--- src/rtl/fetch_feeder.sv ---
// Fetch-request sequencer and circular instruction queue between fetch and decode.
// Requests up to DECODE_PARA sequential PCs per cycle, keeps the in-order prefix of
// hits, and hands buffered instructions to decode one per cycle.
module fetch_feeder #(
    parameter int unsigned         LEN_WORD    = 32,
    parameter int unsigned         LEN_INST    = 32,
    parameter int unsigned         DECODE_PARA = 2,
    parameter int unsigned         LOG_DEPTH   = 3,
    parameter logic [LEN_WORD-1:0] RESET_PC    = '0
) (
    input  logic                            clk,
    input  logic                            rst,
    output logic [DECODE_PARA-1:0]          order,
    output logic [LEN_WORD*DECODE_PARA-1:0] pc,
    input  logic [DECODE_PARA-1:0]          done,
    input  logic [LEN_INST*DECODE_PARA-1:0] instr,
    input  logic                            redirect,
    input  logic [LEN_WORD-1:0]             redirect_pc,
    output logic                            deq_valid,
    input  logic                            deq_ready,
    output logic [LEN_WORD-1:0]             deq_pc,
    output logic [LEN_INST-1:0]             deq_instr,
    output logic [LOG_DEPTH:0]              count
);

    localparam int unsigned DEPTH = 1 << LOG_DEPTH;
    localparam int unsigned CW    = LOG_DEPTH + 1;

    logic [LEN_WORD-1:0]  fpc_q, fpc_d;
    logic [LOG_DEPTH-1:0] head_q, head_d;
    logic [LOG_DEPTH-1:0] tail_q, tail_d;
    logic [CW-1:0]        count_q, count_d;

    logic [LEN_WORD-1:0]  mem_pc    [DEPTH];
    logic [LEN_INST-1:0]  mem_instr [DEPTH];

    logic [CW-1:0]        free;
    logic [CW-1:0]        k;
    logic                 run;
    logic                 deq_fire;
    logic [LOG_DEPTH-1:0] wr_idx [DECODE_PARA];

    // Request lanes: only as many lanes as there are free slots, from registered count,
    // so neither done nor deq_ready can reach order/pc combinationally.
    always_comb begin
        free  = CW'(DEPTH) - count_q;
        order = '0;
        pc    = '0;
        for (int i = 0; i < int'(DECODE_PARA); i++) begin
            order[i]                     = (int'(free) > i) && !redirect;
            pc[i*LEN_WORD +: LEN_WORD]   = fpc_q + LEN_WORD'(4 * i);
        end
    end

    // Accept count: leading run of ordered hits; a hit after the first miss is dropped.
    always_comb begin
        run = 1'b1;
        k   = '0;
        for (int i = 0; i < int'(DECODE_PARA); i++) begin
            if (run && order[i] && done[i]) begin
                k = k + CW'(1);
            end else begin
                run = 1'b0;
            end
        end
    end

    // Write slots for each lane, wrapping modulo DEPTH.
    always_comb begin
        for (int j = 0; j < int'(DECODE_PARA); j++) begin
            wr_idx[j] = tail_q + LOG_DEPTH'(j);
        end
    end

    // Storage write; k is zero during redirect since order is masked.
    always_ff @(posedge clk) begin
        for (int j = 0; j < int'(DECODE_PARA); j++) begin
            if (int'(k) > j) begin
                mem_pc[wr_idx[j]]    <= pc[j*LEN_WORD +: LEN_WORD];
                mem_instr[wr_idx[j]] <= instr[j*LEN_INST +: LEN_INST];
            end
        end
    end

    // Dequeue side: head entry presented whenever the queue is non-empty.
    always_comb begin
        deq_valid = (count_q != '0) && !redirect;
        deq_fire  = deq_valid && deq_ready;
        deq_pc    = mem_pc[head_q];
        deq_instr = mem_instr[head_q];
        count     = count_q;
    end

    // Next-state: redirect flushes everything, otherwise apply enqueue and dequeue together.
    always_comb begin
        fpc_d   = fpc_q;
        head_d  = head_q;
        tail_d  = tail_q;
        count_d = count_q;
        if (redirect) begin
            // Mask the byte offset; whole operand used so no bit is left dangling.
            fpc_d   = redirect_pc & ~LEN_WORD'(3);
            head_d  = '0;
            tail_d  = '0;
            count_d = '0;
        end else begin
            fpc_d   = fpc_q + (LEN_WORD'(k) << 2);
            tail_d  = tail_q + k[LOG_DEPTH-1:0];
            head_d  = deq_fire ? head_q + LOG_DEPTH'(1) : head_q;
            count_d = count_q + k - CW'(deq_fire);
        end
    end

    // State registers.
    always_ff @(posedge clk or posedge rst) begin
        if (rst) begin
            fpc_q   <= RESET_PC;
            head_q  <= '0;
            tail_q  <= '0;
            count_q <= '0;
        end else begin
            fpc_q   <= fpc_d;
            head_q  <= head_d;
            tail_q  <= tail_d;
            count_q <= count_d;
        end
    end

endmodule

--- config.mk ---
export PLATFORM = sky130hd
export DESIGN_NAME = fetch_feeder
export DESIGN_NICKNAME = d
export VERILOG_FILES = /design/src/rtl/fetch_feeder.sv
export SDC_FILE = /design/constraint.sdc
export NUM_CORES = 1
export LEC_CHECK = 0
export ABC_AREA = 1
export BUFFER_PORTS_ARGS = -buffer_cell sky130_fd_sc_hd__buf_2
export CAP_MARGIN = 10
export CORE_UTILIZATION = 35
export CTS_CLUSTER_DIAMETER = 80
export DETAILED_ROUTE_END_ITERATION = 10
export GPL_TIMING_DRIVEN = 0
export PLACE_DENSITY_LB_ADDON = 0.05
export SLEW_MARGIN = 40
export SYNTH_ARGS = -nofsm -noshare
export SYNTH_HDL_FRONTEND = slang
export SYNTH_SLANG_ARGS = --single-unit
--- constraint.sdc ---
create_clock -name clk -period 5.97 [get_ports clk]
set_input_delay 1.194 -clock clk [delete_from_list [all_inputs] [get_ports clk]]
set_output_delay 1.194 -clock clk [all_outputs]
set_load 0.02 [all_outputs]
# Yosys cells after proc, flatten, opt, wreduce, memory -nomap -nowiden

Memories as Yosys holds them, arrays and structs flattened.
Cells that the tools add are included.

Add/subtract/negate cells: 9
$lt $le $gt $ge: 4
Mux-type cells: 12
Reductions and logical operators: 10

Operators with widths:

| kind                    | number |
|---|---|
| $add A32 B3 Y32 const B | 1 |
| $add A32 B6 Y32         | 1 |
| $mux W32                | 1 |
| $gt A4 B1 Y1 const B    | 4 |
| $mux W3                 | 3 |
| $mux W4                 | 2 |
| $logic_and A1 B1 Y1     | 7 |
| $add A3 B1 Y3 const B   | 2 |
| $mux W1                 | 6 |
| $add A4 B1 Y4 const B   | 1 |
| $add A4 B4 Y4           | 1 |
| $reduce_bool A4 Y1      | 1 |
| $sub A4 B1 Y4           | 1 |
| $sub A4 B4 Y4 const A   | 1 |
| $add A3 B3 Y3           | 1 |
| $reduce_bool A2 Y1      | 1 |
| $logic_not A1 Y1        | 1 |

Register bits: 42
Bits in writable memories: 512
Output and inout port bits: 135
Logic and storage cells: 41
Memories: 2

Memories:

| name      | depth | width | rd ports | clocked after Yosys merged registers in | write ports | RTL line | RTL |
|---|---|---|---|---|---|---|---|
| mem_instr | 8     | 32    | 1        | 0                                       | 2           | 35       | `logic [LEN_INST-1:0] mem_instr [DEPTH];` |
| mem_pc    | 8     | 32    | 1        | 0                                       | 2           | 34       | `logic [LEN_WORD-1:0] mem_pc [DEPTH];` |

# Depth between registers and ports, before layout

Gate-level depths: netlist (run 1).

Word-level depth: 11
Mapped depth: 17
Depth with buffers taken out: 17

# Worst setup path after synthesis (run 1)

Ideal clock, no wire load.

Path type: input to register
Start point: input redirect
End point: memory mem_instr[2][0] (enable)
Arrival time: 6.670 ns
Data required time: 5.402 ns
Setup slack: -1.268 ns
Stages: 8
Buffers on the path: 0
Cell sequence: inv_1 > nand2_1 > a31oi_1 > nand3_1 > ha_1 > inv_1 > nand2_1 > o21ai_0

RTL lines:

| what               | RTL line | RTL |
|---|---|---|
| start: declaration | 17       | `input logic redirect,` |
| end: declaration   | 35       |  |

# Final worst setup path (run 1)

Start point: register head_q[1]
End point: output deq_pc[12]

Longest elaborated chain between the ends: 1

RTL lines:

| what                     | RTL line | RTL |
|---|---|---|
| start: declaration       | 30       | `logic [LOG_DEPTH-1:0] head_q, head_d;` |
| start signal: assignment | 118      | `head_q <= '0;` |
| start signal: assignment | 123      | `head_q <= head_d;` |
| $mem_v2 Z8 W32           | n/a      |  |
| end: declaration         | 21       | `output logic [LEN_WORD-1:0] deq_pc,` |

Every way passes these cells.

==> out/qor.yml, run 1 <==
status: "finished, final reports clean"
grt_first_pass_wirelength_um: 165100
max_freq_ghz: 0.2096
cp-end-kind: "primary output"
io-pin-count: 237
clock-sinks: 536
fillers: 7948
via_per_inst: 5.405
synthCells: 3134
crit_top_cell: "nand2_1"
grt_max_degree: 31
synth_area_um2: 28270
drtIter0Drc: 2502
power_density_nw_per_um2: 358.5
postCtsHoldBufs: 0
setup-tns-final_ps: 0
grt_pass1_vias: 24106
ys_ff_latch: 536
clk_pin_slew_ps: 60
grt_overflow: 0
p_leak_nw: 13.36
synth-edff-count: 496
rrSetupSlack_ps: 2280
dieArea_um2: 81910
dr.pass1.iters: 6
drive_gt1_share_pct: 14.76
crit_start: "head_q[1]"
synth.top_cell.area_share_pct: 52.69
synthFlopType: "edfxtp_1"
post-dp-hpwl_um: 81440
worstHoldPathType: "in2async"
cts_tree: "done"
antenna_left: 0
start_kind: "flop"
post_cts_resize_count: 0
cts_buffer_depth: 3
cpPeakStageDelay_ps: 760
rr_worst_depth: 17
arrival_ps: 3580
grt_use_total_pct: 27.79
crit_cells: 7
postCtsSetupRepairBufs: 0
crit_fanout: 10
start_util_pct: 35.61
postPlaceCellArea_um2: 31600
yosysWarnings: 0
ys_async_sr_fraction_pct: 7.463
io_buffer_count: 228
worst_clock_skew_ps: 37.06
finalCritPeriodShare_pct: 79.93
syn_to_final_growth_pct: 18.94
yosysTopAreaCell: "edfxtp_1"
drc: 0
fin_nets: 3600
ir_drop_mv: 0.1869
hold_viol: 0
maxSlewViolCount: 0
die_height_um: 286.2
yosys-top-cells-count: "nand2_1, edfxtp_1, o21ai_0, nor2_1, inv_1"
cp_slowest_cell: "clkbuf_1"
min_period_ps: 4772
wl_per_cell_um: 25.08
core_area_um2: 79390
crit_type: "reg2out"
total_power_mw: 12.05
crit_required_ps: 4780
clock_latency_ps: 610
fin_area_um2: 33620
crit_family: "buffers and inverters"
die-width_um: 286.2
rows: 103
finalWirelength_um: 115000
root_buffer: "clkbuf_16"
setup_viol_count_final: 0
synthDistinctLibCells: 36
relSlewSlack_pct: 37.21
yosysMostFrequentCell: "nand2_1"
r2r_end: "mem_instr[5][29]"
antenna_found_initial: 2
synth_area_per_cell_um2: 9.020
drv_cap: 0
place.gp.congestion: 0.8877
r2r_start: "count[0]"
htreeDepth: 3
cp_num_buf_inv: 3
cts_buffers: 66
crit_chain: "clkbuf_2 -> clkbuf_1 -> o21ai_0 -> o22ai_1 -> nand2_1 -> nand2_1 -> buf_2"
crit_path_end: "deq_pc[12]"
vias: 24769
tightest_slew_ps: 941.8
yosysSeqAreaShare_pct: 56.23
synth.area.top_cells: "edfxtp_1, nand2_1, o21ai_0, mux2i_1, dfrtp_1"
rsz0062_at_grt: "no"
-- how the worst min path moves through the flow --
stage / start / end / slack [ps] / depth (start not counted)
5_1_grt: rst / fpc_q[5] / 490 / 2
6_report: rst / fpc_q[5] / 500 / 2
3_3_place_gp: fpc_q[6] / fpc_q[6] / 620 / 2
3_5_place_dp: tail_q[2] / tail_q[2] / 640 / 2
2_1_floorplan: tail_q[2] / tail_q[2] / 580 / 2
4_1_cts: rst / fpc_q[5] / 470 / 2
-- stage by stage --
step	hold WS, ps	instances	setup slack, ps	util, %
final	497.2	4583	1198	42.35
after global routing	486.3	4580	1170	42.34
after CTS	466.8	4579	1262	42.33
after detailed placement	635.1	4462	1289	39.80
after global placement	616.9	4417	-7434	38.72
after floorplan	584.2	3139	-1268	-
-- metal layers --
layer	global-route usage (%)	up-vias	share of wire [%]
li1	-	11336	-
met1	36.34	12076	41
met2	46.94	1175	48
met3	4.094	182	7.9
met4	9.439	0	3.1
met5	0	-	0
-- cells in the final DEF (no fill, tap or decap), drive strengths merged --
cell type and n:
mux2i 124, nand2 1133, a21oi 5, dfrtp 40
clkbuf 206, fa 3, or2 2, buf 380
diode 4, o21ai 491, a21o 1, o22ai 124
edfxtp 496, clkinvlp 1, a31oi 5, bufinv 1
xnor2 1, xor2 27, nor3 1, and2 6
clkinv 24, ha 15, nor2 201, nand3 88
nand4 1, conb 6, inv 147
-- flip-flops by register name, indices dropped and copies added (netlist names) --
register / cells
mem_instr: 256
mem_pc: 240
head_q: 3
tail_q: 3
fpc_q: 30
count: 4
-- area by class of cell --
cell class	count	area (um^2)	area share, %
Timing Repair Buffer	273	1893	5.631
Inverter	148	558.0	1.660
Sequential cell	536	15900	47.28
Tap cell	1050	1314	3.908
Clock inverter	25	142.6	0.4242
Clock buffer	92	1864	5.545
Buffer	221	1020	3.033
Multi-Input combinational cell	2234	10920	32.49
Antenna cell	4	10.01	0.02977
-- where the power goes --
group | switching [mW] | internal, mW
combinational | 2.63 | 1.10
sequential | 0.112 | 4.37
clock | 1.63 | 2.22
total | 4.37 | 7.68
-- cell families after synthesis --
| logic type | Yosys count | share of synthesized area (%) |
|---|---|---|
| AND/OR/NAND/NOR | 1432 | 20.05 |
| other | 1 | 0.01327 |
| flip-flops | 536 | 56.23 |
| AO/OA/AOI/OAI | 626 | 11.68 |
| adder cells (fa/ha/maj) | 18 | 0.8764 |
| multiplexers | 124 | 4.391 |
| XOR/XNOR | 28 | 1.226 |
| buffers and inverters | 369 | 5.537 |
(Power assumes the default switching activity.)
==> inputs of run 2 (changes only) <==
--- a/config.mk
+++ b/config.mk
@@ -5,7 +5,7 @@
 export SDC_FILE = /design/constraint.sdc
 export NUM_CORES = 1
 export LEC_CHECK = 0
-export ABC_AREA = 1
+export ABC_AREA = 0
 export BUFFER_PORTS_ARGS = -buffer_cell sky130_fd_sc_hd__buf_2
 export CAP_MARGIN = 10
 export CORE_UTILIZATION = 35
==> constraint.sdc (replaced) <==
create_clock -name clk -period 4.6 [get_ports clk]
set_input_delay 0.92 -clock clk [delete_from_list [all_inputs] [get_ports clk]]
set_output_delay 0.92 -clock clk [all_outputs]
set_load 0.02 [all_outputs]
==> out/qor.yml, run 2 <==
crit_required_ps: 3680  # -1100 ps
grt_use_total_pct: 24.69  # -3.1 points
die_height_um: 290.0  # +1.3%
yosysSeqAreaShare_pct: 54.74  # -1.5 points
ir_drop_mv: 0.2629  # +41%
grt_pass1_vias: 21092  # -13%
synthFlopType: "edfxtp_1"
cts_tree: "done"
yosysMostFrequentCell: "nand2_1"
cts_buffer_depth: 3  # unchanged
synth.area.top_cells: "edfxtp_1, nand2_1, mux4_2, xnor2_1, dfrtp_1"
finalCritPeriodShare_pct: 95.38
synth.top_cell.area_share_pct: 51.30  # -1.4 points
rows: 105  # +1.9%
yosysWarnings: 0  # unchanged
ys_async_sr_fraction_pct: 7.463  # unchanged
via_per_inst: 5.186  # -4.0%
fin_hold_ws_ps: 292.7  # -204.4 ps
antenna_found_initial: 6  # +4
max_freq_ghz: 0.2279
rr_worst_depth: 12  # -5
place.gp.congestion: 0.8424  # -5.1%
synthCells: 2567  # -18%
post-dp-hpwl_um: 74100  # -9.0%
crit_type: "reg2out"
grt_first_pass_wirelength_um: 150700  # -8.8%
start_util_pct: 35.36  # -0.25 points
vias: 20662  # -17%
wl_per_cell_um: 25.95  # +3.4%
postCtsSetupRepairBufs: 0  # unchanged
grt_overflow: 0  # unchanged
io-pin-count: 237  # unchanged
layout_commonest_cell: "nand2_1"
clk_pin_slew_ps: 60  # about the same
min_period_ps: 4388
start_kind: "flop"
synthDistinctLibCells: 60  # +67%
arrival_ps: 3470  # -110 ps
drv_cap: 0  # unchanged
setup_slack_ps: 212.5  # -985.9 ps
setup_viol_count_final: 0  # unchanged
clock_latency_ps: 600  # about the same
finalWirelength_um: 103400  # -10%
dr.pass1.iters: 6  # unchanged
worstHoldPathType: "in2async"
io_buffer_count: 164  # -28%
syn_to_final_growth_pct: 18.82  # about the same
root_buffer: "clkbuf_16"
hold_viol: 0  # unchanged
place_ws_ps: -676.9  # -1966 ps
worst_clock_skew_ps: 29.34  # -7.728 ps
relSlewSlack_pct: 40.82  # +3.6 points
crit_fanout: 10  # unchanged
fin_nets: 2985  # -17%
core_area_um2: 82110  # +3.4%
cts_buffers: 68  # +3.0%
drc: 0  # unchanged
yosysTopAreaCell: "edfxtp_1"
drive_gt1_share_pct: 24.97  # +10 points
synth_area_per_cell_um2: 11.31  # +25%
final_util_pct: 42.02  # -0.34 points
synth_area_um2: 29040  # +2.7%
status: "finished, final reports clean"
tightest_slew_ps: 886.7  # -55.10 ps
antenna_left: 0  # unchanged
die-width_um: 290.0  # +1.3%
rrSetupSlack_ps: 430  # -1850 ps
layout_common_cells: "nand2_1, edfxtp_1, buf_2"
htreeDepth: 3  # unchanged
maxSlewViolCount: 0  # unchanged
r2r_end: "fpc_q[30]"
clock-sinks: 536  # unchanged
largest_reg_flops: 256  # unchanged
p_leak_nw: 12.75  # -4.5%
r2r_start: "count[1]"
ys_ff_latch: 536  # unchanged
yosys-top-cells-count: "nand2_1, edfxtp_1, xnor2_1, clkbuf_1, mux4_2"
cp-end-kind: "primary output"
power_density_nw_per_um2: 427.5  # +19%
dieArea_um2: 84110  # +2.7%
rsz0062_at_grt: "no"
postCtsHoldBufs: 0  # unchanged
synth-edff-count: 496  # unchanged
grt_max_degree: 22  # -29%
drtIter0Drc: 1672  # -33%
==> run 2: power breakdown <==
part           total (mW)  internal (mW)  switching [mW]  leakage, nW
logic                3.75           1.56            2.20         6.71
clock network        5.23           3.11            2.12         1.05
registers            5.77           5.66           0.114         5.00
==> run 2: what timing repair did <==
action,CTS,global route
setup endpoints to repair,36,50
gates resized for setup,2,3
pin swaps,0,0
==> run 2: critical path, stage by stage, from the launching register on <==
cell,delay (ps)
dfrtp_1,350
clkbuf_1,540
clkbuf_2,500
clkbuf_2,560
mux4_2,410
mux2_2,330
buf_2,170
==> run 2: final cells by class <==
type	instances	area (um^2)
clock inverters	27	231.5
well taps	1070	1339
clock buffers	90	1898
inverters	26	100.1
multi-input cells	1745	11990
flip-flops and latches	536	15900
diodes	2	5.005
plain buffers	264	1277
repair buffers	224	1762
fillers	7811	47610
==> run 2: how the worst max path moves through the flow <==
stage | startpoint | to | slack, ps | cells past startpoint
5_1_grt | head_q[0] | deq_pc[22] | 110 | 6
2_1_floorplan | redirect | mem_instr[2][0] | -1060 | 7
3_5_place_dp | redirect | mem_pc[1][23] | -680 | 15
3_3_place_gp | redirect | mem_pc[6][27] | -5620 | 8
6_report | head_q[1] | deq_pc[15] | 210 | 6
4_1_cts | redirect | mem_pc[1][27] | 50 | 15
==> run 2: logic make-up (layout without fill, tap and decap cells) <==
group	count (synthesis)	after routing	synth area share, %
muxes	189	189	12.13
buffers and inverters	291	631	4.585
xor gates and xnor gates	279	279	8.468
adders and majority gates	18	18	0.8532
and+or+nand+nor	1198	1198	18.05
DFF	536	536	54.74
other	1	8	0.01292
AOI/OAI and AO/OA	55	55	1.159
==> run 2: per-layer routing <==
| layer | share of wire [%] | vias to the layer above | track usage [%] |
|---|---|---|---|
| li1 | - | 9402 | - |
| met1 | 42 | 10357 | 32.56 |
| met2 | 49 | 738 | 41.62 |
| met3 | 6.3 | 157 | 4.167 |
| met4 | 2.7 | 8 | 7.265 |
| met5 | 0.050 | - | 0 |
==> run 2: per-stage QoR <==
step	area, um^2	power (mW)	std cells	setup TNS (ps)
floorplan	29080	8.316	2572	-258520
global placement	31240	9.542	3806	-1977330
detailed placement	32330	9.692	3866	-87990
CTS	34460	14.94	3983	0
global route	34500	15.32	3983	0
finish	34500	14.75	3984	0
==> inputs of run 3 (changes only) <==
--- a/config.mk
+++ b/config.mk
@@ -5,14 +5,13 @@
 export SDC_FILE = /design/constraint.sdc
 export NUM_CORES = 1
 export LEC_CHECK = 0
-export ABC_AREA = 0
+export ABC_AREA = 1
 export BUFFER_PORTS_ARGS = -buffer_cell sky130_fd_sc_hd__buf_2
-export CAP_MARGIN = 10
 export CORE_UTILIZATION = 35
 export CTS_CLUSTER_DIAMETER = 80
 export DETAILED_ROUTE_END_ITERATION = 10
 export GPL_TIMING_DRIVEN = 0
-export PLACE_DENSITY_LB_ADDON = 0.05
+export PLACE_DENSITY_LB_ADDON = 0.2
 export SLEW_MARGIN = 40
 export SYNTH_ARGS = -nofsm -noshare
 export SYNTH_HDL_FRONTEND = slang
==> out/qor.yml, run 3 (synthesis gave the netlist of run 1 again) <==
dpl.cell_count: 4458  # +15%
finalWirelength_um: 106100  # +2.7%
fin_hold_ws_ps: 343.8  # +51.08 ps
cts_buffer_depth: 3  # unchanged
clock-sinks: 536  # unchanged
r2r_start: "count[0]"
crit_type: "reg2out"
io-pin-count: 237  # unchanged
layout_common_cells: "nand2_1, edfxtp_1, o21ai_0"
antenna_left: 0  # unchanged
status: "finished, final reports clean"
syn_to_final_growth_pct: 18.04
postCtsSetupRepairBufs: 0  # unchanged
wl_per_cell_um: 23.23  # -10%
rr_worst_depth: 16  # +4
total_power_mw: 15.08  # +2.2%
io_buffer_count: 228  # +39%
tightest_slew_ps: 916.7  # +29.99 ps
drtIter0Drc: 2276  # +36%
cp_slowest_cell: "dfrtp_1"
via_per_inst: 5.310  # +2.4%
post-dp-hpwl_um: 76280  # +2.9%
seqCellArea_um2: 15900  # unchanged
largest_reg_flops: 256  # unchanged
clk_pin_slew_ps: 60  # about the same
core_area_um2: 79390  # -3.3%
min_period_ps: 4343  # -44.69 ps
grt_first_pass_wirelength_um: 154000  # +2.2%
die_height_um: 286.2  # -1.3%
drv_cap: 0  # unchanged
finalCritPeriodShare_pct: 94.41  # -0.97 points
drive_gt1_share_pct: 14.56  # -10 points
cp_num_buf_inv: 5  # +1
worst_clock_skew_ps: 33.74  # +4.403 ps
cp-end-kind: "primary output"
grt_overflow: 0  # unchanged
crit_required_ps: 3680  # about the same
root_buffer: "clkbuf_16"
die-width_um: 286.2  # -1.3%
clock_latency_ps: 670  # +70 ps
crit_chain: "buf_2 -> inv_2 -> buf_2 -> buf_2 -> nor2_1 -> o22ai_1 -> nand2_1 -> nand2_1 -> buf_2"
fin_nets: 3590  # +20%
instances_no_fill: 4568  # +15%
final_util_pct: 42.03  # about the same
crit_family: "buffers and inverters"
rsz0062_at_grt: "no"
fillers: 7888  # +0.99%
start_util_pct: 35.61  # +0.25 points
power_density_nw_per_um2: 451.8  # +5.7%
hold_viol: 0  # unchanged
vias: 24257  # +17%
crit_fanout: 10  # unchanged
place.gp.congestion: 0.8955  # +6.3%
setup_viol_count_final: 0  # unchanged
crit_top_cell: "buf_2"
cts_tree: "done"
postCtsHoldBufs: 0  # unchanged
p_leak_nw: 13.23  # +3.7%
arrival_ps: 3420  # -50 ps
rrSetupSlack_ps: 1030  # +600 ps
ir_drop_mv: 0.2966  # +13%
cpPeakStageDelay_ps: 580  # +20 ps
layout_commonest_cell: "nand2_1"
dieArea_um2: 81910  # -2.6%
r2r_end: "mem_instr[1][5]"
post_cts_resize_count: 0  # -2
drc: 0  # unchanged
cts_buffers: 60  # -12%
grt_pass1_vias: 23133  # +9.7%
worstHoldPathType: "in2async"
maxSlewViolCount: 0  # unchanged
multi_input_area_um2: 10930  # -8.8%
grt_use_total_pct: 25.54  # +0.85 points
dr.pass1.iters: 5  # -1
htreeDepth: 2  # -1
max_freq_ghz: 0.2303  # +1.0%
antenna_found_initial: 6  # unchanged
grt_max_degree: 41  # +86%
start_kind: "flop"
rows: 103  # -1.9%
relSlewSlack_pct: 38.89  # -1.9 points
-- run 3: cell count changes in the layout (fill, tap and decap cells not counted), sizes merged, moves of 46 or more --
cell   delta
buf      +46
inv     +122
mux2     -63
mux2i   +122
mux4    -124
nand2   +230
nor2    +136
nor3     -53
o21ai   +459
o22ai   +124
xnor2   -200
xor2     -51
-- run 3: worst max path at each step --
stage                        to  depth (start not counted)  slack, ps       from
2_1_floorplan   mem_instr[2][0]                          8       -700   redirect
3_3_place_gp   mem_instr[0][20]                          9      -3890   redirect
3_5_place_dp    mem_instr[1][5]                         16        380   redirect
4_1_cts              deq_pc[27]                          8        240  head_q[0]
5_1_grt              deq_pc[12]                          8        140  head_q[0]
6_report             deq_pc[13]                          9        260  head_q[0]
-- run 3: power breakdown --
group / switching (mW) / internal [mW] / leakage [nW]
Combinational: 3.32 / 1.42 / 7.37
Sequential: 0.142 / 5.66 / 4.99
Clock: 2.06 / 2.47 / 0.868
-- run 3: metal layers --
metal  vias to the layer above  track usage, %  part of all wire [%]
met5                         -               0                0.0075
met4                         2           8.596                   3.0
met3                       176           3.625                   8.1
met1                     11673           34.66                    42
met2                      1104           41.83                    47
li1                      11302               -                     -
-- run 3: stage by stage --
stage | instance area (um^2) | setup TNS [ps] | worst slack, ps
global route | 33370 | 0 | 141.2
floorplan | 28290 | -347490 | -704.4
detailed placement | 31570 | 0 | 375.6
CTS | 33360 | 0 | 244.9
global placement | 30740 | -1809020 | -3895
finish | 33370 | 0 | 257.2
-- run 3: layout make-up --
class                   count  share of cell area (%)
diodes                      1                0.007499
plain buffers             221                   3.052
clock buffers              89                   4.916
clock inverters            20                  0.4537
inverters                 148                   1.672
multi-input cells        2234                   32.76
flip-flops and latches    536                   47.64
well taps                1050                   3.937
repair buffers            269                   5.565
-- run 3: worst reg2reg max path: stages, from the launching register on --
cell     delay [ps]
dfrtp_1         410
nor2_1           80
nand3_1          70
nand2_1          60
a31oi_1         180
nand3_1         160
inv_1           110
ha_1            210
nand2_1         150
nor2_1          150
buf_2           340
inv_1           190
buf_2           300
o21ai_4         290
buf_16          230
buf_8           180
buf_8           170
